**src/rtl/regdst_pkg.sv**
```systemverilog
// Shared definitions for the destination-register select pipeline:
// handshake state encoding, well-known MIPS register numbers and the
// write-enable gating helper used when a selection is accepted.
package regdst_pkg;

    // Occupancy of the two-entry output buffer.
    localparam logic [1:0] ST_EMPTY = 2'd0;
    localparam logic [1:0] ST_ONE   = 2'd1;
    localparam logic [1:0] ST_TWO   = 2'd2;

    // Architectural register numbers with special meaning.
    localparam logic [4:0] REG_ZERO = 5'd0;
    localparam logic [4:0] REG_RA   = 5'd31;

    typedef enum logic [1:0] {
        S_EMPTY = ST_EMPTY,
        S_ONE   = ST_ONE,
        S_TWO   = ST_TWO
    } state_e;

    // A write to $zero is architecturally a no-op, so its enable can be
    // dropped early when suppression is enabled.
    function automatic logic gate_we(
        input logic we,
        input logic is_zero,
        input logic suppress
    );
        return we & ~(suppress & is_zero);
    endfunction

endpackage

```
**src/rtl/mux_n_to_1.sv**
```systemverilog
// Combinational N:1 selector over a flattened input bus. An index past the
// last input yields zero and raises out_of_range so the caller can flag it.
module mux_n_to_1 #(
    parameter int WIDTH  = 5,
    parameter int NUM_IN = 3,
    parameter int SEL_W  = (NUM_IN > 1) ? $clog2(NUM_IN) : 1
) (
    input  logic [NUM_IN*WIDTH-1:0] d,
    input  logic [SEL_W-1:0]        sel,
    output logic [WIDTH-1:0]        q,
    output logic                    out_of_range
);

    logic [31:0] sel_ext_s;

    // Decode the index against every input; unmatched indices leave q at zero.
    always_comb begin
        sel_ext_s    = 32'(sel);
        q            = {WIDTH{1'b0}};
        out_of_range = (sel_ext_s >= 32'(NUM_IN));
        for (int i = 0; i < NUM_IN; i++) begin
            if (sel_ext_s == 32'(i)) begin
                q = d[i*WIDTH +: WIDTH];
            end else begin
                // a non-matching input does not disturb the selection
            end
        end
    end

endmodule

```
**src/rtl/regdst_mux_pipe.sv**
```systemverilog
// Destination-register selector between ID and EX. The selected register
// number and its gated write enable are registered into a two-entry skid
// buffer so EX back-pressure never drops or reorders a selection. FLUSH
// squashes everything held; ERR remembers any accepted out-of-range select.
module regdst_mux_pipe
    import regdst_pkg::*;
#(
    parameter int WIDTH         = 5,
    parameter int NUM_IN        = 3,
    parameter int SEL_W         = (NUM_IN > 1) ? $clog2(NUM_IN) : 1,
    parameter bit ZERO_SUPPRESS = 1'b1
) (
    input  logic                    CLK,
    input  logic                    RST,
    input  logic [NUM_IN*WIDTH-1:0] D_IN,
    input  logic [SEL_W-1:0]        SEL,
    input  logic                    WE_IN,
    input  logic                    IN_VALID,
    output logic                    IN_READY,
    input  logic                    FLUSH,
    output logic [WIDTH-1:0]        OUT,
    output logic                    WE_OUT,
    output logic                    OUT_VALID,
    input  logic                    OUT_READY,
    output logic                    ERR
);

    state_e            state_r;
    logic [WIDTH-1:0]  main_val_r;
    logic              main_we_r;
    logic [WIDTH-1:0]  skid_val_r;
    logic              skid_we_r;
    logic              out_valid_r;
    logic              err_r;

    logic [WIDTH-1:0]  mux_val_s;
    logic              oor_s;
    logic [WIDTH-1:0]  pay_val_s;
    logic              pay_we_s;
    logic              in_ready_s;
    logic              in_fire_s;
    logic              out_fire_s;

    mux_n_to_1 #(
        .WIDTH  (WIDTH),
        .NUM_IN (NUM_IN),
        .SEL_W  (SEL_W)
    ) u_mux (
        .d            (D_IN),
        .sel          (SEL),
        .q            (mux_val_s),
        .out_of_range (oor_s)
    );

    // Handshake qualifiers and the payload captured on an accept.
    always_comb begin
        in_ready_s = (state_r != S_TWO) & ~RST;
        in_fire_s  = IN_VALID & in_ready_s;
        out_fire_s = out_valid_r & OUT_READY;
        if (oor_s) begin
            pay_val_s = {WIDTH{1'b0}};
        end else begin
            pay_val_s = mux_val_s;
        end
        pay_we_s = gate_we(WE_IN & ~oor_s,
                           pay_val_s == WIDTH'(REG_ZERO),
                           ZERO_SUPPRESS);
    end

    // Buffer occupancy FSM with main/skid storage and the sticky error flag.
    always_ff @(posedge CLK) begin
        if (RST) begin
            state_r     <= S_EMPTY;
            main_val_r  <= {WIDTH{1'b0}};
            main_we_r   <= 1'b0;
            skid_val_r  <= {WIDTH{1'b0}};
            skid_we_r   <= 1'b0;
            out_valid_r <= 1'b0;
            err_r       <= 1'b0;
        end else begin
            // a bad select is remembered even if a flush discards the entry
            err_r <= err_r | (in_fire_s & oor_s);
            if (FLUSH) begin
                state_r     <= S_EMPTY;
                out_valid_r <= 1'b0;
                main_we_r   <= 1'b0;
                skid_we_r   <= 1'b0;
            end else begin
                case (state_r)
                    S_EMPTY: begin
                        if (in_fire_s) begin
                            state_r     <= S_ONE;
                            out_valid_r <= 1'b1;
                            main_val_r  <= pay_val_s;
                            main_we_r   <= pay_we_s;
                        end else begin
                            state_r <= S_EMPTY;
                        end
                    end
                    S_ONE: begin
                        if (in_fire_s && out_fire_s) begin
                            main_val_r <= pay_val_s;
                            main_we_r  <= pay_we_s;
                        end else if (in_fire_s) begin
                            state_r    <= S_TWO;
                            skid_val_r <= pay_val_s;
                            skid_we_r  <= pay_we_s;
                        end else if (out_fire_s) begin
                            state_r     <= S_EMPTY;
                            out_valid_r <= 1'b0;
                        end else begin
                            state_r <= S_ONE;
                        end
                    end
                    S_TWO: begin
                        // IN_READY is low here, so only a drain can happen
                        if (out_fire_s) begin
                            state_r    <= S_ONE;
                            main_val_r <= skid_val_r;
                            main_we_r  <= skid_we_r;
                        end else begin
                            state_r <= S_TWO;
                        end
                    end
                    default: begin
                        state_r     <= S_EMPTY;
                        out_valid_r <= 1'b0;
                        main_we_r   <= 1'b0;
                        skid_we_r   <= 1'b0;
                    end
                endcase
            end
        end
    end

    assign IN_READY  = in_ready_s;
    assign OUT       = main_val_r;
    assign WE_OUT    = main_we_r;
    assign OUT_VALID = out_valid_r;
    assign ERR       = err_r;

endmodule

```
**config.mk**
```make
export PLATFORM = sky130hd
export DESIGN_NAME = regdst_mux_pipe
export DESIGN_NICKNAME = d
export VERILOG_FILES = /design/src/rtl/regdst_pkg.sv /design/src/rtl/mux_n_to_1.sv /design/src/rtl/regdst_mux_pipe.sv
export SDC_FILE = /design/constraint.sdc
export NUM_CORES = 1
export LEC_CHECK = 0
export BUFFER_PORTS_ARGS = -buffer_cell sky130_fd_sc_hd__buf_2
export CAP_MARGIN = 20
export CORE_MARGIN = 3
export CORE_UTILIZATION = 35
export DETAILED_ROUTE_END_ITERATION = 10
export HOLD_SLACK_MARGIN = 0.1
export MAX_ROUTING_LAYER = met4
export SETUP_SLACK_MARGIN = 0.05
export SLEW_MARGIN = 20
export SYNTH_ARGS = -nofsm -noshare
export SYNTH_HDL_FRONTEND = slang
export SYNTH_SLANG_ARGS = --single-unit
```
**constraint.sdc**
```tcl
create_clock -name CLK -period 3.8 [get_ports CLK]
set_clock_uncertainty 0.05 [all_clocks]
set_input_delay 0.76 -clock CLK [delete_from_list [all_inputs] [get_ports CLK]]
set_output_delay 0.76 -clock CLK [all_outputs]
set_load 0.02 [all_outputs]
```
==> impl_metrics.env, run 1 <==
export IMPL_dieArea_um2=3160
export IMPL_drt_iter0_drc=16
export IMPL_syn_area_per_cell_um2=8.33
export IMPL_avgViaCountPerCell=5.32
export IMPL_diodes=0
export IMPL_h_tree_depth=1
export IMPL_criticalPathCategory="reg -> out"
export IMPL_root_buffer="clkbuf_4"
export IMPL_status="completed"
export IMPL_vias=873
export IMPL_cp_data_arrival_time_ns=1.46
export IMPL_dr_pass1_iters=4
export IMPL_critPathTopFamily="flip-flops"
export IMPL_ctsHoldBuffers=0
export IMPL_final_core_util_pct=47.1
export IMPL_crit_fanout=12
export IMPL_seq_area_frac_synth_pct=36.3
export IMPL_path_buf_inv=1
export IMPL_synth_cell_types=32
export IMPL_drv_cap=0
export IMPL_track_usage_pct=15.0
export IMPL_cts_buffers=3
export IMPL_ys_seq_elements=16
export IMPL_syn_nets=129
export IMPL_nNetsFinal=160
export IMPL_slew_viol_final=0
export IMPL_worst_slew_pin_slew_ns=0.402
export IMPL_critPathMaxStageDelay_ns=0.56
export IMPL_core_um2=2300
export IMPL_cts_sinks=16
export IMPL_synth_cell_area_um2=883
export IMPL_io_pins=32
export IMPL_cts_tree="built"
export IMPL_hold_violations=0
export IMPL_fmax_mhz=440
export IMPL_hp_start="skid_we_r"
export IMPL_initial_core_util_pct=38.5
export IMPL_end_kind="output port"
export IMPL_period_share_pct=59.8
export IMPL_drive_above_1_share_pct=30.1
export IMPL_drc=0
export IMPL_antenna_left=0
export IMPL_reg2reg_from="state_r[1]"
export IMPL_rsz0062_at_grt="false"
export IMPL_setup_viol=0
export IMPL_slew_headroom_pct=73.0
export IMPL_final_common_cell="buf_2"
export IMPL_dp_hpwl_um=1640
export IMPL_ir_drop_mv=0.243
export IMPL_grt_pass1_vias=813
export IMPL_cts_path_max_buffers=2
export IMPL_cp_cell_sequence="and2b_1 > nor2_1 > buf_2"
export IMPL_cts_resized_gates=0
export IMPL_slowest_stage="dfxtp_1"
export IMPL_rows=17
export IMPL_die_y_um=56.2
export IMPL_cp_start_kind="flip-flop"
export IMPL_portBuffers=31
export IMPL_wirelength_um=2150
export IMPL_cts_clk_slew_worst_paths_ns=0.10
export IMPL_antenna_found_initial=0
export IMPL_crit_start="state_r[1]"
export IMPL_netlist_instances=106
export IMPL_worst_r2r_setup_slack_ns=1.88
export IMPL_grt_pass1_wl_um=3710
export IMPL_p_leak_nw=0.495
export IMPL_period_minus_slack_ns=2.27
export IMPL_area_growth_synth_to_final_pct=22.4
export IMPL_power_density_nw_per_um2=325
export IMPL_die_w_um=56.2
export IMPL_grt_ovfl_total=0
export IMPL_critical_path_required_ns=2.99
export IMPL_cts_setup_buffers=0
export IMPL_setup_tns_final_ns=0
export IMPL_place_congestion=0.842
export IMPL_hold_class="reg -> reg"
export IMPL_clkLatencyLatePin_ns=0.29
export IMPL_yosysWarnings=0
export IMPL_final_cell_mix="31 x buf_2, 16 x dfxtp_1, 16 x nor2_1"
export IMPL_grt_max_degree=17
export IMPL_routedWlPerCell_um=13.1
-- cells in the mapped netlist --
library cell	instances	area share, %
inv_1	1	0.42
and2_1	2	1.4
a2bb2oi_1	1	0.99
or3_1	1	0.71
nor3b_1	1	0.85
a31o_1	1	0.99
nor4_1	1	0.71
o311ai_0	1	0.99
or4_4	1	1.3
nor2b_1	1	0.71
nand2_1	6	2.5
o21ai_0	9	5.1
o22ai_1	1	0.71
a211oi_1	2	1.7
a22oi_1	1	0.85
o211ai_1	4	3.4
buf_2	2	1.1
nand2b_1	2	1.4
clkbuf_1	2	0.85
and3_1	1	0.71
or2_2	4	2.8
and2b_1	1	0.85
a21oi_1	8	4.5
nor2_1	16	6.8
dfxtp_1	16	36
buf_6	1	1.3
nor3_1	1	0.57
o2bb2ai_1	4	4.0
o21ba_2	1	1.1
a21bo_1	1	1.1
mux2i_1	11	12
a31oi_1	1	0.71
-- final timing paths --
| path | to | cells after the start |
|---|---|---|
| worst max register to register | OUT[4] | 5 |
| worst min-delay path | skid_we_r | 1 |
| worst max-delay path | IN_READY | 3 |
| worst min register to register | skid_we_r | 1 |
-- cell type report --
class,count,area (um^2)
Multi-Input combinational cell,84,531
Fill cell,238,1220
Tap cell,28,35.0
Sequential cell,16,320
Timing Repair Buffer,31,155
Inverter,1,3.75
Clock buffer,4,36.3
-- cells by family after synthesis --
logic type	count (synthesis)	synth area share, %
muxes	11	12.5
and+or+nand+nor	38	21.4
DFF	16	36.3
AOI/OAI and AO/OA	35	26.2
buffers and inverters	6	3.68
-- sequential cells by signal (all words and copies together) (netlist names) --
| signal | count |
|---|---|
| OUT | 5 |
| skid_val_r | 5 |
| state_r | 2 |
| ERR | 1 |
| OUT_VALID | 1 |
| WE_OUT | 1 |
| skid_we_r | 1 |
-- per-layer routing --
| metal | vias to the layer above | share of wire [%] | track usage [%] |
|---|---|---|---|
| met5 | - | 0 | - |
| met4 | 0 | 0.65 | 3.05 |
| met3 | 2 | 5.7 | 5.34 |
| met2 | 20 | 45 | 23.2 |
| met1 | 404 | 48 | 18.8 |
| li1 | 447 | - | - |
-- power breakdown --
| part | internal [mW] | total [mW] | switching, mW |
|---|---|---|---|
| Sequential | 0.172 | 0.175 | 0.00355 |
| Combinational | 0.0274 | 0.0605 | 0.0331 |
| Clock | 0.0584 | 0.115 | 0.0568 |
-- stage by stage --
step,setup WS (ns),total power [mW],hold WS [ns],instance area [um^2],cells
6_report,1.53,0.351,0.429,1080,164
5_1_grt,1.41,0.370,0.463,1080,164
4_1_cts,1.51,0.356,0.436,1080,164
3_5_place_dp,1.59,0.239,0.407,1040,160
3_3_place_gp,1.57,0.239,0.407,1040,160
2_1_floorplan,1.74,0.216,0.394,883,106
Power figures use the tool's default switching activity.
==> run 2, diff against run 1 <==
clock period = 2.25 ns   (was 3.8 ns; I/O delays follow)
==> impl_metrics.env, run 2 (same netlist as run 1, synthesis figures left out) <==
export IMPL_crit_start="state_r[1]"
export IMPL_cts_path_max_buffers=2
export IMPL_h_tree_depth=1
export IMPL_root_buffer="clkbuf_4"
export IMPL_antenna_left=0
export IMPL_status="completed"
export IMPL_p_leak_nw=0.505
export IMPL_drive_above_1_share_pct=31.2
export IMPL_grt_ovfl_total=0
export IMPL_min_delay_path_depth=2
export IMPL_cts_setup_buffers=0
export IMPL_crit_end="IN_READY"
export IMPL_drt_iter0_drc=14
export IMPL_vias=886
export IMPL_slew_viol_final=0
export IMPL_ir_drop_mv=0.433
export IMPL_rows=17
export IMPL_drc=0
export IMPL_r2r_end="skid_we_r"
export IMPL_track_usage_pct=15.2
export IMPL_grt_pass1_vias=835
export IMPL_cts_resized_gates=0
export IMPL_period_share_pct=85.6
export IMPL_nNetsFinal=162
export IMPL_setup_viol=0
export IMPL_place_area_um2=1060
export IMPL_reg2reg_from="state_r[0]"
export IMPL_grt_pass1_wl_um=3820
export IMPL_fmax_mhz=519
export IMPL_hold_class="in -> reg"
export IMPL_routedWlPerCell_um=13.4
export IMPL_power_density_nw_per_um2=540
export IMPL_critPathMaxStageDelay_ns=0.57
export IMPL_dp_hpwl_um=1740
export IMPL_wirelength_um=2230
export IMPL_fin_area_um2=1100
export IMPL_cts_tree="built"
export IMPL_setup_tns_final_ns=0
export IMPL_slowest_stage="dfxtp_1"
export IMPL_final_common_cell="buf_2"
export IMPL_period_minus_slack_ns=1.93
export IMPL_critical_path_required_ns=1.75
export IMPL_final_cells=166
export IMPL_reg2reg_depth=4
export IMPL_grt_max_degree=14
export IMPL_io_pins=32
export IMPL_worst_slew_pin_slew_ns=0.401
export IMPL_final_cell_mix="31 x buf_2, 16 x dfxtp_1, 16 x nor2_1"
export IMPL_cts_sinks=16
export IMPL_slew_headroom_pct=73.0
export IMPL_avgViaCountPerCell=5.34
export IMPL_cp_depth=4
export IMPL_diodes=0
export IMPL_hold_violations=0
export IMPL_die_w_um=56.2
export IMPL_area_growth_synth_to_final_pct=24.1
export IMPL_die_y_um=56.2
export IMPL_core_um2=2300
export IMPL_path_buf_inv=2
export IMPL_criticalPathCategory="reg -> out"
export IMPL_antenna_found_initial=0
export IMPL_hold_ws_ns=0.370
export IMPL_crit_fanout=12
export IMPL_cp_data_arrival_time_ns=1.43
export IMPL_cp_start_kind="flip-flop"
export IMPL_dp_cells=162
export IMPL_ctsHoldBuffers=0
export IMPL_clkLatencyLatePin_ns=0.29
export IMPL_dieArea_um2=3160
export IMPL_cts_buffers=3
export IMPL_critPathTopFamily="flip-flops"
export IMPL_initial_core_util_pct=38.5
export IMPL_portBuffers=31
export IMPL_end_kind="output port"
export IMPL_cp_cell_sequence="and2b_1 > buf_4 > nor2_1 > buf_2"
export IMPL_cts_clk_slew_worst_paths_ns=0.09
export IMPL_place_congestion=0.852
export IMPL_worst_r2r_setup_slack_ns=0.54
export IMPL_dr_pass1_iters=4
export IMPL_finalPower_mw=0.592
export IMPL_drv_cap=0
export IMPL_rsz0062_at_grt="false"
==> run 2: worst min-delay path by stage <==
stage               from         to  slack [ns]
3_5_place_dp   skid_we_r  skid_we_r        0.41
2_1_floorplan  skid_we_r  skid_we_r        0.39
4_1_cts            FLUSH  OUT_VALID        0.36
5_1_grt            FLUSH  OUT_VALID        0.37
3_3_place_gp   skid_we_r  skid_we_r        0.41
6_report           FLUSH  OUT_VALID        0.37
==> run 2: through the flow <==
stage / utilization [%] / worst slack (ns)
after global placement: 46.1 / 0.359
after floorplan: - / 0.541
after detailed placement: 46.1 / 0.332
after global routing: 47.7 / 0.229
final: 47.7 / 0.324
after CTS: 47.7 / 0.337
==> run 2: power breakdown <==
group | switching [mW] | leakage [nW] | internal, mW
clock | 0.0930 | 0.0210 | 0.0986
combinational | 0.0570 | 0.354 | 0.0478
sequential | 0.00590 | 0.130 | 0.290
==> run 2: worst reg2reg max path, stage by stage, from the launching register on <==
cell and delay [ns]:
dfxtp_1 0.45, a21bo_1 0.27, or4_4 0.57, a211oi_1 0.21, a31o_1 0.12
==> run 2: per-layer routing <==
layer / track usage (%) / routed length [um] / vias to the layer above
li1: - / - / 451
met1: 20.4 / 1080 / 411
met2: 22.9 / 1010 / 22
met3: 5.10 / 128 / 2
met4: 2.03 / 14 / 0
met5: - / 0 / -
==> run 2: final cells by class <==
cell class / instances / area, um^2
Clock buffer: 4 / 36.3
Fill cell: 229 / 1200
Inverter: 1 / 3.75
Multi-Input combinational cell: 84 / 531
Sequential cell: 16 / 320
Tap cell: 28 / 35.0
Timing Repair Buffer: 33 / 170
